**src/rtl/pe_row_os_gen2.sv**
```systemverilog
// rtl/pe_row_os_gen2.sv - Row-stationary / output-stationary MAC processing element
// RS runs TAPS scratchpad taps then waits for a neighbour psum; OS does one MAC per start.
module pe_row_os_gen2 #(
  parameter int DATA_W  = 8,
  parameter int PSUM_W  = 10,
  parameter int TAPS    = 3,
  parameter int FRAC_SH = 6,
  parameter int SAT     = 1
) (
  input  logic              clk_i,
  input  logic              rst_i,
  input  logic              mode_i,
  input  logic              start_i,
  input  logic [DATA_W-1:0] filter_i,
  input  logic [DATA_W-1:0] ifmap_i,
  input  logic              filter_we_i,
  input  logic              ifmap_we_i,
  input  logic [PSUM_W-1:0] psum_i,
  input  logic              psum_valid_i,
  input  logic              end_os_i,
  output logic              psum_ready_o,
  output logic [PSUM_W-1:0] psum_o,
  output logic              psum_valid_o,
  output logic              busy_o,
  output logic              overflow_o,
  output logic [DATA_W-1:0] filter_o,
  output logic [DATA_W-1:0] ifmap_o
);

  localparam int CNT_W = $clog2(TAPS);
  localparam int PW    = 2 * DATA_W;
  localparam int XW    = (PW > PSUM_W + 1) ? PW : PSUM_W + 1;

  typedef enum logic [1:0] {S_IDLE, S_MAC, S_WAIT} state_t;

  state_t            state_q, state_d;
  logic [CNT_W-1:0]  counter;
  logic [PSUM_W-1:0] acc;
  logic [DATA_W-1:0] spad_f [TAPS];
  logic [DATA_W-1:0] spad_i [TAPS];

  logic [DATA_W-1:0] tap_f, tap_i;
  logic signed [XW-1:0] prod_full, prod_sh;
  logic [PSUM_W:0]   prod_w;
  logic [PSUM_W-1:0] acc_base;
  logic [PSUM_W:0]   mac_r, fin_r;

  // Returns {overflow, result}; the sum is formed one bit wider than the accumulator.
  function automatic logic [PSUM_W:0] sat_add(input logic [PSUM_W-1:0] a, input logic [PSUM_W:0] b);
    logic [PSUM_W:0] s;
    logic            ov;
    s  = {a[PSUM_W-1], a} + b;
    ov = s[PSUM_W] ^ s[PSUM_W-1];
    if (ov && SAT != 0)
      return {1'b1, s[PSUM_W], {(PSUM_W-1){~s[PSUM_W]}}};
    return {ov, s[PSUM_W-1:0]};
  endfunction

  assign filter_o = spad_f[0];
  assign ifmap_o  = spad_i[0];

  always_comb begin
    tap_f = spad_f[0];
    tap_i = spad_i[0];
    if (state_q == S_MAC) begin
      for (int k = 0; k < TAPS; k++) begin
        if (counter == CNT_W'(k)) begin
          tap_f = spad_f[k];
          tap_i = spad_i[k];
        end
      end
    end
  end

  always_comb begin
    prod_full = $signed({{(XW-DATA_W){tap_f[DATA_W-1]}}, tap_f})
              * $signed({{(XW-DATA_W){tap_i[DATA_W-1]}}, tap_i});
    prod_sh   = prod_full >>> FRAC_SH;
    prod_w    = prod_sh[PSUM_W:0];
    // An OS clear together with start restarts the accumulation from this product.
    acc_base  = (state_q == S_IDLE && !mode_i && end_os_i) ? '0 : acc;
    mac_r     = sat_add(acc_base, prod_w);
    fin_r     = sat_add(acc, {psum_i[PSUM_W-1], psum_i});
  end

  always_ff @(posedge clk_i) begin
    if (rst_i) state_q <= S_IDLE;
    else       state_q <= state_d;
  end

  always_comb begin
    state_d = state_q;
    case (state_q)
      S_IDLE:  if (start_i && mode_i) state_d = S_MAC;
      S_MAC:   if (counter == CNT_W'(TAPS - 1)) state_d = S_WAIT;
      S_WAIT:  if (psum_valid_i) state_d = S_IDLE;
      default: state_d = S_IDLE;
    endcase
  end

  always_comb begin
    busy_o       = (state_q != S_IDLE);
    psum_ready_o = (state_q == S_WAIT);
  end

  always_ff @(posedge clk_i) begin
    if (rst_i) begin
      counter      <= '0;
      acc          <= '0;
      psum_o       <= '0;
      psum_valid_o <= 1'b0;
      overflow_o   <= 1'b0;
      for (int k = 0; k < TAPS; k++) begin
        spad_f[k] <= '0;
        spad_i[k] <= '0;
      end
    end else begin
      psum_valid_o <= 1'b0;
      if (!busy_o && filter_we_i) begin
        for (int k = TAPS - 1; k > 0; k--) spad_f[k] <= spad_f[k-1];
        spad_f[0] <= filter_i;
      end
      if (!busy_o && ifmap_we_i) begin
        for (int k = TAPS - 1; k > 0; k--) spad_i[k] <= spad_i[k-1];
        spad_i[0] <= ifmap_i;
      end
      case (state_q)
        S_IDLE: begin
          if (start_i && mode_i) begin
            counter    <= '0;
            acc        <= '0;
            overflow_o <= 1'b0;
          end else if (!mode_i && start_i) begin
            acc          <= mac_r[PSUM_W-1:0];
            psum_o       <= mac_r[PSUM_W-1:0];
            psum_valid_o <= 1'b1;
            if (mac_r[PSUM_W]) overflow_o <= 1'b1;
          end else if (!mode_i && end_os_i) begin
            acc <= '0;
          end
        end
        S_MAC: begin
          acc     <= mac_r[PSUM_W-1:0];
          counter <= counter + 1'b1;
          if (mac_r[PSUM_W]) overflow_o <= 1'b1;
        end
        S_WAIT: begin
          if (psum_valid_i) begin
            psum_o       <= fin_r[PSUM_W-1:0];
            acc          <= '0;
            psum_valid_o <= 1'b1;
            if (fin_r[PSUM_W]) overflow_o <= 1'b1;
          end
        end
        default: ;
      endcase
    end
  end

endmodule

```
**config.mk**
```make
export PLATFORM = sky130hd
export DESIGN_NAME = pe_row_os_gen2
export DESIGN_NICKNAME = d
export VERILOG_FILES = /design/src/rtl/pe_row_os_gen2.sv
export SDC_FILE = /design/constraint.sdc
export NUM_CORES = 1
export LEC_CHECK = 0
export CORE_MARGIN = 2
export CORE_UTILIZATION = 52
export DETAILED_ROUTE_END_ITERATION = 7
export GPL_ROUTABILITY_DRIVEN = 1
export MAX_ROUTING_LAYER = met4
export PLACE_DENSITY_LB_ADDON = 0.25
export SYNTH_ARGS = -nofsm -noshare
export SYNTH_HDL_FRONTEND = slang
export SYNTH_SLANG_ARGS = --single-unit
```
**constraint.sdc**
```tcl
create_clock -name clk_i -period 13.49 [get_ports clk_i]
set_input_delay 1.349 -clock clk_i [delete_from_list [all_inputs] [get_ports clk_i]]
set_output_delay 1.349 -clock clk_i [all_outputs]
set_load 0.01 [all_outputs]
```
Word level (Yosys, flattened, before mapping). Memories as Yosys holds them, arrays and structs flattened. Cells that the tools add are included.

Equal/unequal tests: 12. Multipliers: 1. Bitwise gates (word level): 10. Reduce and logical (&&, ||, !) cells: 19. Multiplexer cells: 52. Add/subtract/negate cells: 3.

Operator list (count): 8-bit 2-to-1 mux (12); 10-bit 2-to-1 mux (8); 11-bit 2-to-1 mux (4); 10-bit one-hot mux with 3 select lines (1); 10-bit by 10-bit adder with 11-bit output (2); 10-bit one-hot mux with 2 select lines (1); 1-bit 2-to-1 mux (18); 8-bit by 8-bit multiplier with 16-bit output (1); 2-bit 2-to-1 mux (4); 2-bit by 1-bit inequality test with 1-bit output, second input constant (4); 4-bit AND reduction (2); 1-bit logical AND (7); 1-bit OR (6); 2-bit one-hot mux with 3 select lines (1); 3-bit AND reduction (2); 2-bit nonzero test (3); 2-bit by 1-bit == test with 1-bit output, second input constant (2); 2-bit == test, second input constant (2); 2-bit inequality test, second input constant (2); 4-bit by 1-bit inequality test with 1-bit output, second input constant (1); 2-bit one-hot mux with 2 select lines (1); 3-bit by 1-bit inequality test with 1-bit output, second input constant (1); 1-bit one-hot mux with 3 select lines (1); 3-bit nonzero test (1); 7 further kinds (10).

Memories kept: 2. Logic and storage cells: 105. RAM bits: 48. Output and inout bits: 30. Register bits after elaboration: 26.

Memory list: spad_f (depth 3, bits a word 8, rd ports 3, clocked after Yosys merged registers in 0, wr ports 3, RTL line 39) `logic [DATA_W-1:0] spad_f [TAPS];`; spad_i (depth 3, bits a word 8, rd ports 3, clocked after Yosys merged registers in 0, wr ports 3, RTL line 40) `logic [DATA_W-1:0] spad_i [TAPS];`.

Logic depth before layout (Yosys ltp). Gate-level depths: netlist of the first run.

Depth after elaboration: 13. Gate-level depth with buffers: 35.

Least setup slack after synthesis of the first run. No wires, ideal clock.

Path kind: register -> register. Start point: register state_q[1]. End point: register psum_o[0]. Period minus slack after synthesis: 7966 ps. Cell stages (with the launch flop): 34. Buffers on the path: 4. Data required time: 13373 ps. Path slack: 5524 ps. Arrival: 7849 ps. Setup time: 117 ps. Cell sequence: dfxtp_1 > inv_1 > ha_1 > clkbuf_1 > and2_1 > clkbuf_1 > clkbuf_1 > a21oi_1 > nor2_1 > a221oi_1 > nand2_1 > fa_1 > fa_1 > inv_1 > fa_1 > inv_1 > fa_1 > inv_1 > ha_1 > o21a_1 > a2111oi_0 > nor2_1 > a21o_1 > a211oi_1 > nor2_1 > ha_1 > and3_1 > o21ai_0 > o211a_4 > or3_4 > nand2_4 > buf_6 > or3_1 > a32o_1.

Longest elaborated chain between the ends: 11.

RTL lines: from (decl) (RTL line 36) `state_t state_q, state_d;`; from (signal assigned) (RTL line 88) `else state_q <= state_d;`; parallel branches: the longest is 11 deep, another holds 8-bit by 8-bit multiplier with 16-bit output; to (signal assigned) (RTL line 135) `psum_o <= mac_r[PSUM_W-1:0];`; to (signal assigned) (RTL line 149) `psum_o <= fin_r[PSUM_W-1:0];`; to (decl) (RTL line 22) `output logic [PSUM_W-1:0] psum_o,`.

Parallel ways; which one is timed is not known. The select of a mux whose other input is x is not followed. A chain may end at the register's enable or synchronous reset.

Final worst setup path of the first run.
Start point: register state_q[1]. End point: register psum_o[5].

Same word-level chain as after synthesis.

==> impl_metrics.json, run 1 <==
{
  "grt_pass1_wl_um": 27700,
  "drcViolationCount": 0,
  "synth_most_common_cell": "nor2_1",
  "r2r_slack_ps": 4410,
  "post-cts-setup-buffers": 0,
  "endpoint_kind": "flop",
  "min_period_over_period_pct": 67.3,
  "cp-start-kind": "flop",
  "critPathKind": "flop to flop",
  "critical_path.max_fanout": 19,
  "overflow": 0,
  "synth_cells": 780,
  "fin_crit_ps": 9080,
  "via_count": 5724,
  "hp-start": "psum_o[0]",
  "die_w_um": 121,
  "stdcell_count": 1002,
  "rr_worst_depth": 28,
  "async_reset_ff_share_pct": 0,
  "initial_core_util_pct": 53.4,
  "r2r-start": "state_q[1]",
  "syn_area_per_cell_sq_um": 9.10,
  "yosys_warnings": 0,
  "crit_top_cell": "inv_1",
  "dieHeight_um": 121,
  "core_sq_um": 13300,
  "required_ps": 13710,
  "cts_buffer_depth": 2,
  "grt_start_max_net_pins": 29,
  "netlist_area_sq_um": 7100,
  "vias_per_cell": 5.71,
  "ant_nets": 0,
  "relSlewSlack_pct": 15.9,
  "firstDrtPassIters": 7,
  "timing.rr.end": "psum_o[5]",
  "dp_cells": 986,
  "regArea_sq_um": 1960,
  "path_clk_slew_ps": 60,
  "ctsRootBufferMaster": "clkbuf_16",
  "cts_buffers": 9,
  "grt_usage_pct": 24.3,
  "wirelength_um": 16100,
  "tightest_slew_ps": 1260,
  "rsz0062_at_grt": "false",
  "cts.sinks": 74,
  "hold_viol_final": 0,
  "multi_input_area_sq_um": 4590,
  "synth_area_leader_cell": "edfxtp_1",
  "drv_cap": 0,
  "synthTopCellsByArea": "edfxtp_1, fa_1, ha_1",
  "seq_area_frac_synth_pct": 27.6,
  "synth_top_cell_area_share_pct": 20.3,
  "rows": 42,
  "htreeDepth": 3,
  "yosysUniqueCellTypes": 64,
  "drive_gt1_share_pct": 5.57,
  "setup_tns_ps": 0,
  "cts_resized": 0,
  "hold_end": "psum_o[0]",
  "antenna_cells": 0,
  "drv_slew": 0,
  "synth_nets": 923,
  "io_pins": 64,
  "hold_depth": 1,
  "wire_per_inst_um": 16.0,
  "holdBufCountCts": 0,
  "status": "finished clean",
  "synth_common_cells": "nor2_1, inv_1, and2_1",
  "die-area_sq_um": 14600,
  "synthFlopType": "edfxtp_1",
  "drtIter0Drc": 357,
  "cp.arrival_ps": 9300,
  "grt_pass1_vias": 5805,
  "cts_tree": "done",
  "cp_slowest_stage_delay_ps": 1210,
  "place_hpwl_um": 12700,
  "fin_nets": 964,
  "gp_congestion": 0.913,
  "area_growth_pct": 14.0,
  "max_freq_mhz": 110,
  "hold_class": "flop to flop",
  "crit_slowest_cell": "a221oi_1",
  "skew_ps": 8.45,
  "fillCellCount": 1146,
  "place.port_buffers": 63,
  "setup_violations": 0,
  "synth_edf_count": 48,
  "clk_latency_ps": 340,
  "antenna_found_initial": 0,
  "ys_ff_latch": 74
}
[metal layers]
layer | vias up | part of all wire [%] | GRT usage, %
li1 | 2721 | - | -
met1 | 2770 | 46 | 33.0
met2 | 206 | 47 | 38.1
met3 | 27 | 5.4 | 3.40
met4 | 0 | 2.0 | 7.05
met5 | - | 0 | -
[layout by cell type, fill, tap and decap left out, types with 15 or more instances in the layout]
cell,Yosys,layout
a21o_1,15,15
a21oi_1,38,38
a221oi_1,16,16
and2_1,62,62
clkdlybuf4s50_1,0,63
dfxtp_1,26,26
edfxtp_1,48,48
fa_1,55,55
ha_1,54,54
inv_1,89,89
nand2_1,32,32
nor2_1,100,100
nor2b_1,28,28
o21ai_0,21,21
xnor2_1,18,18
[critical path, delay by kind of cell (launching register included)]
kind / cells / cell delay [ps]
compound gates: 9 / 3520
fa+ha+maj: 7 / 3140
buf+inv: 6 / 880
flops: 1 / 320
simple gates: 6 / 1080
[worst max-delay path by stage]
stage / start / to / slack [ps] / cells past startpoint
detailed placement: state_q[1] / psum_o[5] / 4560 / 28
CTS: state_q[1] / psum_o[5] / 4510 / 28
floorplan: state_q[1] / psum_o[0] / 5520 / 33
global route: state_q[1] / psum_o[6] / 3610 / 28
global placement: counter[1] / psum_o[5] / 4890 / 30
finish: state_q[1] / psum_o[5] / 4410 / 28
[cell type report]
type	instances	share of cell area [%]
timing repair buffer	68	8.25
inverter	90	4.17
clock buffer	10	2.83
multi-input combinational	578	56.7
clock inverter	6	1.11
sequential	74	24.2
tap	176	2.72
[metrics by stage]
stage	area, sq um	setup slack [ps]	hold slack, ps	util (%)
CTS	8090	4510	480	60.9
finish	8090	4410	481	60.9
global route	8090	3610	514	60.9
global placement	7770	4890	459	58.5
detailed placement	7770	4560	466	58.5
floorplan	7100	5520	444	-
[flip-flops by register name, indices dropped and copies added (netlist names)]
name and count:
psum_o 10, psum_valid_o 1, spad_i 24, acc 10, overflow_o 1, counter 2
state_q 2, spad_f 24
[logic make-up after synthesis]
kind of cell    share of synthesized area [%]
mux                                     0.441
buf+inv                                  7.75
flops                                    27.6
compound gates                           14.9
xor+xnor                                 2.84
simple gates                             21.4
fa+ha+maj                                25.0
Power of run 1 is not shown: default switching activity piles up to over one toggle a cycle in this logic, so the estimate is an artifact.
==> run 2: changes to the inputs <==
==> constraint.sdc (replaced) <==
create_clock -name clk_i -period 8.2 [get_ports clk_i]
set_input_delay 0.82 -clock clk_i [delete_from_list [all_inputs] [get_ports clk_i]]
set_output_delay 0.82 -clock clk_i [all_outputs]
set_load 0.01 [all_outputs]
==> impl_metrics.json, run 2 (synthesis gave the netlist of run 1 again) <==
{
  "rows": 42,
  "hold_slack_ps": 477,
  "rsz0062_at_grt": "false",
  "overflow": 0,
  "multi_input_area_sq_um": 4630,
  "tightest_slew_ps": 1120,
  "grt_pass1_wl_um": 27800,
  "cts.sinks": 74,
  "die_w_um": 121,
  "crit_start": "state_q[1]",
  "setup_violations": 0,
  "clk_latency_ps": 340,
  "crit_top_cell": "inv_1",
  "skew_ps": 12.7,
  "reg.largest.list": "spad_f: 24 flops, spad_i: 24 flops",
  "critical_path.max_fanout": 13,
  "met2_usage_pct": 38.0,
  "area_growth_pct": 16.4,
  "required_ps": 8430,
  "place.port_buffers": 63,
  "ant_nets": 0,
  "layout_commonest_cell": "nor2_1",
  "die-area_sq_um": 14600,
  "critPathKind": "flop to flop",
  "grt_start_max_net_pins": 29,
  "drv_slew": 0,
  "met1_usage_pct": 34.1,
  "status": "finished clean",
  "final_cell_mix": "nor2_1, inv_1, clkdlybuf4s50_1",
  "endpoint_kind": "flop",
  "ctsRootBufferMaster": "clkbuf_16",
  "cts_tree": "done",
  "io_pins": 64,
  "r2r_slack_ps": 400,
  "crit_slowest_cell": "fa_1",
  "cp_slowest_stage_delay_ps": 530,
  "htreeDepth": 3,
  "gp_congestion": 0.888,
  "setup_tns_ps": 0,
  "place_hpwl_um": 13000,
  "via_count": 5734,
  "grt_pass1_vias": 5761,
  "drcViolationCount": 0,
  "met3_usage_pct": 3.16,
  "drv_cap": 0,
  "min_period_over_period_pct": 95.2,
  "hold_class": "flop to flop",
  "drtIter0Drc": 359,
  "rr_worst_depth": 29,
  "dieHeight_um": 121,
  "vias_per_cell": 5.63,
  "fin_crit_ps": 7800,
  "antenna_cells": 0,
  "firstDrtPassIters": 6,
  "grt_busiest_layer": "met2",
  "initial_core_util_pct": 53.4,
  "cp.arrival_ps": 8030,
  "fin_nets": 980,
  "cp-start-kind": "flop",
  "wire_per_inst_um": 16.4,
  "max_freq_mhz": 128,
  "crit_path_end": "psum_o[7]",
  "wirelength_um": 16700,
  "r2r-start": "state_q[1]",
  "drive_gt1_share_pct": 8.43,
  "relSlewSlack_pct": 25.1,
  "cts_buffers": 9,
  "fillCellCount": 1111,
  "core_sq_um": 13300,
  "regArea_sq_um": 1960,
  "path_clk_slew_ps": 60,
  "grt_usage_pct": 24.5,
  "antenna_found_initial": 0,
  "hold_viol_final": 0,
  "timing.rr.end": "psum_o[7]",
  "cts_buffer_depth": 2,
  "post-cts-setup-buffers": 0
}
[run 2: changes by cell type in the layout (fill, tap and decap cells not counted), sizes merged]
cell | before | now
clkbuf | 10 | 9
clkinv | 3 | 4
buf | 5 | 21
clkinvlp | 1 | 0
inv | 90 | 91
[run 2: what timing repair did]
| item | 4_1_cts | 5_1_grt |
|---|---|---|
| gates resized for setup | 2 | 9 |
| hold buffers | 0 | 0 |
| setup endpoints to repair | 3 | 20 |
[run 2: worst max-delay path: cells and delay by family, from the launching register on]
kind,cells,cell delay [ps]
compound gates,9,2580
flops,1,330
buf+inv,7,780
fa+ha+maj,7,3050
simple gates,6,950
[run 2: layout make-up]
class                   count  area share, %
multi-input cells         578           56.0
inverters                  90           4.10
clock inverters             7           1.23
flip-flops and latches     74           23.7
clock buffers               9           2.73
well taps                 176           2.66
repair buffers             84           9.54
[run 2: worst min path at each step]
stage | start | end | cells after the start
2_1_floorplan | acc[0] | acc[0] | 2
3_3_place_gp | psum_o[1] | psum_o[1] | 1
3_5_place_dp | psum_o[9] | psum_o[9] | 2
4_1_cts | psum_o[9] | psum_o[9] | 2
5_1_grt | psum_o[0] | psum_o[0] | 1
6_report | psum_o[9] | psum_o[9] | 2
[run 2: per-stage QoR]
stage / instances / area [sq um] / util, % / worst slack, ps
after global routing: 1018 / 8260 / 62.2 / 35.8
after detailed placement: 1002 / 7900 / 59.4 / 61.3
after CTS: 1018 / 8230 / 61.9 / 23.9
after floorplan: 780 / 7100 / - / 234
after global placement: 1002 / 7900 / 59.4 / 312
final: 1018 / 8260 / 62.2 / 397
[run 2: layer usage]
metal | share of wire [%] | up-vias
met5 | 0 | -
met4 | 1.3 | 0
met3 | 5.4 | 20
met2 | 47 | 161
met1 | 47 | 2804
li1 | - | 2749
Power of run 2 is left out for the same reason.
